**src/rtl/expr_lane_pkg.sv**
```systemverilog
// Shared types for the expression lane pipeline: opcode enum, per-lane operand
// bundle and the context-width helper.
package expr_lane_pkg;

    typedef enum logic [3:0] {
        OP_ADD     = 4'd0,
        OP_SUB     = 4'd1,
        OP_MUL     = 4'd2,
        OP_DIV     = 4'd3,
        OP_MOD     = 4'd4,
        OP_AND     = 4'd5,
        OP_OR      = 4'd6,
        OP_XOR     = 4'd7,
        OP_XNOR    = 4'd8,
        OP_SHL     = 4'd9,
        OP_SHR     = 4'd10,
        OP_ASHR    = 4'd11,
        OP_LT      = 4'd12,
        OP_EQ      = 4'd13,
        OP_RED_XOR = 4'd14,
        OP_RED_OR  = 4'd15
    } op_e;

    // Operand slots are sized for the widest supported lane; lanes use the low bits.
    localparam int OPND_W = 16;

    typedef struct packed {
        op_e               op;
        logic [OPND_W-1:0] a;
        logic [OPND_W-1:0] b;
        logic              a_sgn;
        logic              b_sgn;
    } lane_opnd_t;

    function automatic int ctx_w(input int wa, input int wb, input int wy);
        int m;
        m = (wa > wb) ? wa : wb;
        return (m > wy) ? m : wy;
    endfunction

endpackage

```
**src/rtl/expr_lane_pipe_if.sv**
```systemverilog
// Handshake bundle between the stimulus side (master) and the lane pipeline (slave).
interface expr_lane_pipe_if #(
    parameter int WA    = 6,
    parameter int WB    = 6,
    parameter int WY    = 8,
    parameter int LANES = 3
);
    logic                  in_valid;
    logic                  in_ready;
    logic [4*LANES-1:0]    in_op;
    logic [WA*LANES-1:0]   in_a;
    logic [WB*LANES-1:0]   in_b;
    logic [LANES-1:0]      in_a_sgn;
    logic [LANES-1:0]      in_b_sgn;
    logic                  out_valid;
    logic                  out_ready;
    logic [WY*LANES-1:0]   out_y;
    logic [LANES-1:0]      out_dz;
    logic [15:0]           txn_cnt;

    modport master (
        output in_valid, in_op, in_a, in_b, in_a_sgn, in_b_sgn, out_ready,
        input  in_ready, out_valid, out_y, out_dz, txn_cnt
    );

    modport slave (
        input  in_valid, in_op, in_a, in_b, in_a_sgn, in_b_sgn, out_ready,
        output in_ready, out_valid, out_y, out_dz, txn_cnt
    );
endinterface

```
**src/rtl/expr_lane_alu.sv**
```systemverilog
// Combinational single-lane evaluator with Verilog mixed-signedness semantics.
// EXPR_LANE_SAT_EN: ADD/SUB/MUL saturate to the WY range instead of truncating.
module expr_lane_alu
    import expr_lane_pkg::*;
#(
    parameter int WA = 6,
    parameter int WB = 6,
    parameter int WY = 8
) (
    input  lane_opnd_t    opnd,
    output logic [WY-1:0] y,
    output logic          dz
);
    localparam int CW = ctx_w(WA, WB, WY);
    localparam int XW = 2 * CW + 2;

    logic                 sgn;
    logic                 arith;
    logic [WA-1:0]        ar;
    logic [WB-1:0]        br;
    logic [CW-1:0]        ax, bx, res;
    logic signed [XW-1:0] aw, bw, wide;
    logic                 unused_hi;

    assign sgn = opnd.a_sgn & opnd.b_sgn;
    assign ar  = opnd.a[WA-1:0];
    assign br  = opnd.b[WB-1:0];
    assign ax  = sgn ? CW'($signed(ar)) : CW'(ar);
    assign bx  = sgn ? CW'($signed(br)) : CW'(br);
    // Arithmetic runs wider than the context so saturation sees the true value.
    assign aw  = sgn ? XW'($signed(ax)) : XW'(ax);
    assign bw  = sgn ? XW'($signed(bx)) : XW'(bx);
    assign unused_hi = ^{opnd.a[OPND_W-1:WA], opnd.b[OPND_W-1:WB]};

`ifdef EXPR_LANE_SAT_EN
    localparam logic signed [XW-1:0] SMAX = (XW'(1) <<< (WY - 1)) - XW'(1);
    localparam logic signed [XW-1:0] SMIN = -(XW'(1) <<< (WY - 1));
    localparam logic signed [XW-1:0] UMAX = (XW'(1) <<< WY) - XW'(1);
`else
    logic unused_wide;
    assign unused_wide = ^{wide[XW-1:CW], arith};
`endif

    always_comb begin
        wide  = '0;
        res   = '0;
        dz    = 1'b0;
        arith = 1'b0;
        case (opnd.op)
            OP_ADD:  begin wide = aw + bw; res = wide[CW-1:0]; arith = 1'b1; end
            OP_SUB:  begin wide = aw - bw; res = wide[CW-1:0]; arith = 1'b1; end
            OP_MUL:  begin wide = aw * bw; res = wide[CW-1:0]; arith = 1'b1; end
            OP_DIV:  if (bx == '0) dz = 1'b1;
                     else begin wide = aw / bw; res = wide[CW-1:0]; end
            OP_MOD:  if (bx == '0) dz = 1'b1;
                     else begin wide = aw % bw; res = wide[CW-1:0]; end
            OP_AND:  res = ax & bx;
            OP_OR:   res = ax | bx;
            OP_XOR:  res = ax ^ bx;
            OP_XNOR: res = ~(ax ^ bx);
            OP_SHL:  res = ax << br;
            OP_SHR:  res = ax >> br;
            OP_ASHR: res = sgn ? CW'($signed(ax) >>> br) : (ax >> br);
            OP_LT:   res = CW'(sgn ? ($signed(ax) < $signed(bx)) : (ax < bx));
            OP_EQ:   res = CW'(ax == bx);
            // Reductions are self-determined: they see only the raw a bits.
            OP_RED_XOR: res = CW'(^ar);
            OP_RED_OR:  res = CW'(|ar);
            default: res = '0;
        endcase
        y = res[WY-1:0];
`ifdef EXPR_LANE_SAT_EN
        if (arith) begin
            if (sgn) begin
                if (wide > SMAX)      y = SMAX[WY-1:0];
                else if (wide < SMIN) y = SMIN[WY-1:0];
            end else begin
                if (wide < 0)         y = '0;
                else if (wide > UMAX) y = UMAX[WY-1:0];
            end
        end
`endif
    end

endmodule

```
**src/rtl/expr_lane_pipe.sv**
```systemverilog
// Two-stage LANES-wide expression pipeline with valid/ready on both sides.
// Build option EXPR_LANE_SAT_EN selects saturating ADD/SUB/MUL in every lane.
module expr_lane_pipe
    import expr_lane_pkg::*;
#(
    parameter int WA    = 6,
    parameter int WB    = 6,
    parameter int WY    = 8,
    parameter int LANES = 3
) (
    input logic            clk,
    input logic            rst_n,
    expr_lane_pipe_if.slave bus
);
    localparam int STAGES = 2;

    logic [STAGES:1]           vld_pipe;
    lane_opnd_t [LANES-1:0]    s1_d, s1_q;
    logic [LANES-1:0][WY-1:0]  alu_y;
    logic [LANES-1:0]          alu_dz;
    logic [WY*LANES-1:0]       y_d, y_q;
    logic [LANES-1:0]          dz_d, dz_q;
    logic [15:0]               cnt_q;
    logic                      s1_adv, s2_adv, acc;

    // A stage may load when empty or when its content moves on this cycle.
    assign s2_adv = !vld_pipe[2] || bus.out_ready;
    assign s1_adv = !vld_pipe[1] || s2_adv;
    assign acc    = bus.in_valid && s1_adv;

    assign bus.in_ready  = s1_adv;
    assign bus.out_valid = vld_pipe[2];
    assign bus.out_y     = y_q;
    assign bus.out_dz    = dz_q;
    assign bus.txn_cnt   = cnt_q;

    // Lane l lives in slot LANES-1-l of every packed bus (lane 0 at the MSBs).
    for (genvar l = 0; l < LANES; l++) begin : g_lane
        localparam int H = LANES - 1 - l;
        assign s1_d[l] = '{op:    op_e'(bus.in_op[H*4 +: 4]),
                           a:     OPND_W'(bus.in_a[H*WA +: WA]),
                           b:     OPND_W'(bus.in_b[H*WB +: WB]),
                           a_sgn: bus.in_a_sgn[H],
                           b_sgn: bus.in_b_sgn[H]};
        expr_lane_alu #(.WA(WA), .WB(WB), .WY(WY)) u_alu (
            .opnd (s1_q[l]),
            .y    (alu_y[l]),
            .dz   (alu_dz[l])
        );
        assign y_d[H*WY +: WY] = alu_y[l];
        assign dz_d[H]         = alu_dz[l];
    end

    always_ff @(posedge clk) begin
        if (!rst_n) begin
            vld_pipe <= '0;
            s1_q     <= '0;
            y_q      <= '0;
            dz_q     <= '0;
            cnt_q    <= '0;
        end else begin
            if (s1_adv) begin
                vld_pipe[1] <= bus.in_valid;
                if (acc) s1_q <= s1_d;
            end
            if (s2_adv) begin
                vld_pipe[2] <= vld_pipe[1];
                if (vld_pipe[1]) begin
                    y_q  <= y_d;
                    dz_q <= dz_d;
                end
            end
            if (acc) cnt_q <= cnt_q + 16'd1;
        end
    end

endmodule
```
**src/flat_wrapper.sv**
```systemverilog
// flat-port wrapper written by rule: the top's interface ports become plain ports
module expr_lane_pipe_flat import expr_lane_pkg::*;
#(
    parameter int WA    = 6,
    parameter int WB    = 6,
    parameter int WY    = 8,
    parameter int LANES = 3
)
  (clk, rst_n, bus_in_valid, bus_in_op, bus_in_a, bus_in_b, bus_in_a_sgn, bus_in_b_sgn, bus_out_ready, bus_in_ready, bus_out_valid, bus_out_y, bus_out_dz, bus_txn_cnt);
  expr_lane_pipe_if #(.WA(WA), .WB(WB), .WY(WY), .LANES(LANES)) bus_i ();
  input logic clk;
  input logic rst_n;
  input wire logic [$bits(bus_i.in_valid)-1:0] bus_in_valid;
  input wire logic [$bits(bus_i.in_op)-1:0] bus_in_op;
  input wire logic [$bits(bus_i.in_a)-1:0] bus_in_a;
  input wire logic [$bits(bus_i.in_b)-1:0] bus_in_b;
  input wire logic [$bits(bus_i.in_a_sgn)-1:0] bus_in_a_sgn;
  input wire logic [$bits(bus_i.in_b_sgn)-1:0] bus_in_b_sgn;
  input wire logic [$bits(bus_i.out_ready)-1:0] bus_out_ready;
  output wire logic [$bits(bus_i.in_ready)-1:0] bus_in_ready;
  output wire logic [$bits(bus_i.out_valid)-1:0] bus_out_valid;
  output wire logic [$bits(bus_i.out_y)-1:0] bus_out_y;
  output wire logic [$bits(bus_i.out_dz)-1:0] bus_out_dz;
  output wire logic [$bits(bus_i.txn_cnt)-1:0] bus_txn_cnt;
  assign bus_i.in_valid = bus_in_valid;
  assign bus_i.in_op = bus_in_op;
  assign bus_i.in_a = bus_in_a;
  assign bus_i.in_b = bus_in_b;
  assign bus_i.in_a_sgn = bus_in_a_sgn;
  assign bus_i.in_b_sgn = bus_in_b_sgn;
  assign bus_i.out_ready = bus_out_ready;
  assign bus_in_ready = bus_i.in_ready;
  assign bus_out_valid = bus_i.out_valid;
  assign bus_out_y = bus_i.out_y;
  assign bus_out_dz = bus_i.out_dz;
  assign bus_txn_cnt = bus_i.txn_cnt;
  expr_lane_pipe #(.WA(WA), .WB(WB), .WY(WY), .LANES(LANES)) u_core (.clk(clk), .rst_n(rst_n), .bus(bus_i));
endmodule
```
**config.mk**
```make
export PLATFORM = sky130hd
export DESIGN_NAME = expr_lane_pipe_flat
export DESIGN_NICKNAME = d
export VERILOG_FILES = /design/src/rtl/expr_lane_pkg.sv /design/src/rtl/expr_lane_pipe_if.sv /design/src/rtl/expr_lane_alu.sv /design/src/rtl/expr_lane_pipe.sv /design/src/flat_wrapper.sv
export SDC_FILE = /design/constraint.sdc
export NUM_CORES = 1
export LEC_CHECK = 0
export BUFFER_PORTS_ARGS = -buffer_cell sky130_fd_sc_hd__buf_2
export CAP_MARGIN = 20
export CELL_PAD_IN_SITES_DETAIL_PLACEMENT = 0
export CELL_PAD_IN_SITES_GLOBAL_PLACEMENT = 1
export CORE_MARGIN = 2
export CORE_UTILIZATION = 35
export CTS_BUF_LIST = sky130_fd_sc_hd__clkbuf_8
export CTS_CLUSTER_SIZE = 40
export DETAILED_ROUTE_END_ITERATION = 12
export GPL_ROUTABILITY_DRIVEN = 0
export HOLD_SLACK_MARGIN = 0.12
export PLACE_DENSITY_LB_ADDON = 0.08
export SYNTH_ARGS = -nofsm -noshare
export SYNTH_HDL_FRONTEND = slang
export SYNTH_HIERARCHICAL = 1
export SYNTH_SLANG_ARGS = --single-unit
```
**constraint.sdc**
```tcl
create_clock -name clk -period 38.4 [get_ports clk]
set_clock_uncertainty 0.1 [all_clocks]
set_input_delay 3.84 -clock clk [delete_from_list [all_inputs] [get_ports clk]]
set_output_delay 3.84 -clock clk [all_outputs]
set_load 0.1 [all_outputs]
```
==> key figures <==
STA
  • Post-route setup TNS: 0 ns
  • Fin crit share: between 90% and 100%
  • Final worst path period need: 35.63 ns
  • Pins Over Slew Limit: 0
  • Final setup viols: 0
  • Worst-margin pin slew: between 1 and 1.5 ns
  • Final hold violation count: 0
  • Max-Slew Margin vs Limit: between 20 and 30%
  • Maximum clock frequency: approximately 0.028 GHz
  • RSZ-0062 raised after global routing: no

Routing
  • DRC: 0
  • Initial DRC count: ~3.0k
  • Drt first pass iters: 5
  • Avg WL per Cell: ~20 um
  • Via density per instance: slightly below 6
  • Final WL: around 160000 um
  • Vias: 44.0k
  • Post-DRT Antenna Nets: 0

Die
  • FP Rows: around 130
  • Die H: roughly 350 um
  • Io pins: approximately 100
  • Core area: 0.116 sq mm
  • DIE AREA: ~0.12 sq mm
  • Initial Utilization: a little over a third
  • Die X: about 350 um

Run
  • Max_cap viols: 0

Synthesis
  • Syn Inst Count: between 5k and 6k
  • Synthesized area per cell: ~7.0 sq um
  • Mapped Area: slightly above 0.04 sq mm
  • Synth warn: 6

Min path
  • Hold crit path type: reg -> reg

Finish
  • Layout area overhead: 8.63%
  • Fraction of layout cells with a size suffix above 1: 7.75%
  • Commonest non-fill, non-tap cell in the layout: ha_1
  • Most frequent cells in the layout: ha_1, nand2_1, nor2_1
  • Filler cells: 12.7k
  • FF+latch area: approximately 0.0020 sq mm
  • Post-route cell area: 0.0445 sq mm
  • Area of the multi-input gates: between 0.03 and 0.04 sq mm
  • Finished Core Util: a little under two fifths
  • Fin nets: just under 7k

Critical path
  • Crit path to: u_core/bus.out_y[21]$_SDFFE_PN0P_
  • Arrival time at the worst endpoint: roughly 36 ns
  • Max incr delay on CP: ~0.7 ns
  • Worst setup path class: reg -> reg
  • Reg2Reg Setup Slack: ~2.8 ns
  • CP max-delay cell: or4b_2
  • Crit path max fanout: 30
  • Critical Path Start Type: register
  • Worst path required time: around 39 ns
  • Critical Path Most Common Cell: ha_1
  • Worst Setup SP: u_core/s1_q[3]$_SDFFE_PN0P_
  • R2R cell count: approximately 130
  • Crit. End Element: register
  • FF-to-FF Start: u_core/s1_q[3]$_SDFFE_PN0P_
  • R2r endpoint: u_core/bus.out_y[21]$_SDFFE_PN0P_

Clocking
  • Clock-pin slew on the worst setup and hold paths: 0.15 ns
  • Clock tree buffer depth: 2
  • Clk_lat worst skew: ~0.51 ns
  • Clk root buf: clkbuf_8
  • CTS tree: built
  • Clk sink count: 99
  • TritonCTS Buffers: 9
  • CTS H-tree depth: 3

Placement
  • DP HPWL: ~130000 um
  • Total placed instance area: 0.0441 sq mm
  • Buffers on Ports: just over 100

GRT
  • Gr usage total: 25.0%
  • Overflow after GRT: 0
  • Global-route wire length before repair: 242000 um
  • Largest net degree at the start of global routing: 55
  • Initial antenna violation count: 4
  • Number of global-route vias before repair: around 41k

Status
  • Status: completed
critical path: cells and delay by family, from the launching register on:
kind | cells | cell delay [ns]
buffers and inverters | 8 | 1.92
xor gates and xnor gates | 1 | 0.21
adders and majority gates | 17 | 5.40
AOI/OAI and AO/OA | 59 | 16.65
DFF | 1 | 0.33
and+or+nand+nor | 43 | 10.52
muxes | 1 | 0.40
per-layer routing:
layer / GRT usage [%] / share of wire [%] / vias up
li1: - / - / 22100
met1: 34.5 / 47 / 20700
met2: 42.3 / 46 / 1054
met3: 2.36 / 4.5 / 139
met4: 4.68 / 1.9 / 4
met5: 0 / 0.015 / -
cell type report:
type                            instances  area share (%)
Clock buffer                            9           0.278
Clock inverter                          7           0.200
Timing Repair Buffer                  225            3.22
Antenna cell                            1         0.00562
Tap cell                             1524            4.29
Inverter                              333            2.84
Multi-Input combinational cell       5421            84.7
Sequential cell                        99            4.45
state kept, by name (all words and copies together), names as in the netlist:
signal,cells
u_core/s1_q,54
u_core/bus.out_y,24
u_core/bus.txn_cnt,16
u_core/bus.out_dz,3
u_core/vld_pipe,2
through the flow:
stage,instances,worst slack (ns),hold WS [ns]
final,7619,2.77,0.361
after global routing,7619,0.0439,0.375
after CTS,7617,1.51,0.363
after detailed placement,7601,1.70,0.343
after global placement,7601,1.83,0.341
after floorplan,6058,7.08,0.335
worst min path at each step:
stage	endpoint	cells after the start	startpoint	slack [ns]
floorplan	u_core/s1_q[35]$_SDFFE_PN0P_	2	u_core/s1_q[35]$_SDFFE_PN0P_	0.34
global placement	u_core/bus.out_y[4]$_SDFFE_PN0P_	2	u_core/bus.out_y[4]$_SDFFE_PN0P_	0.34
detailed placement	u_core/bus.out_y[4]$_SDFFE_PN0P_	2	u_core/bus.out_y[4]$_SDFFE_PN0P_	0.34
CTS	u_core/bus.out_y[3]$_SDFFE_PN0P_	2	u_core/bus.out_y[3]$_SDFFE_PN0P_	0.36
global route	u_core/bus.out_y[3]$_SDFFE_PN0P_	2	u_core/bus.out_y[3]$_SDFFE_PN0P_	0.38
finish	u_core/bus.out_y[3]$_SDFFE_PN0P_	2	u_core/bus.out_y[3]$_SDFFE_PN0P_	0.36
timing repair:
| action | 4_1_cts | 5_1_grt |
|---|---|---|
| gates resized for setup | 0 | 31 |
| endpoints found under the setup margin | 0 | 23 |
| setup buffers | 0 | 0 |
| hold endpoints to repair | 0 | 0 |
| hold buffers | 0 | 0 |
Power is not shown: default switching activity piles up to over one toggle a cycle in this logic, so the estimate is an artifact.
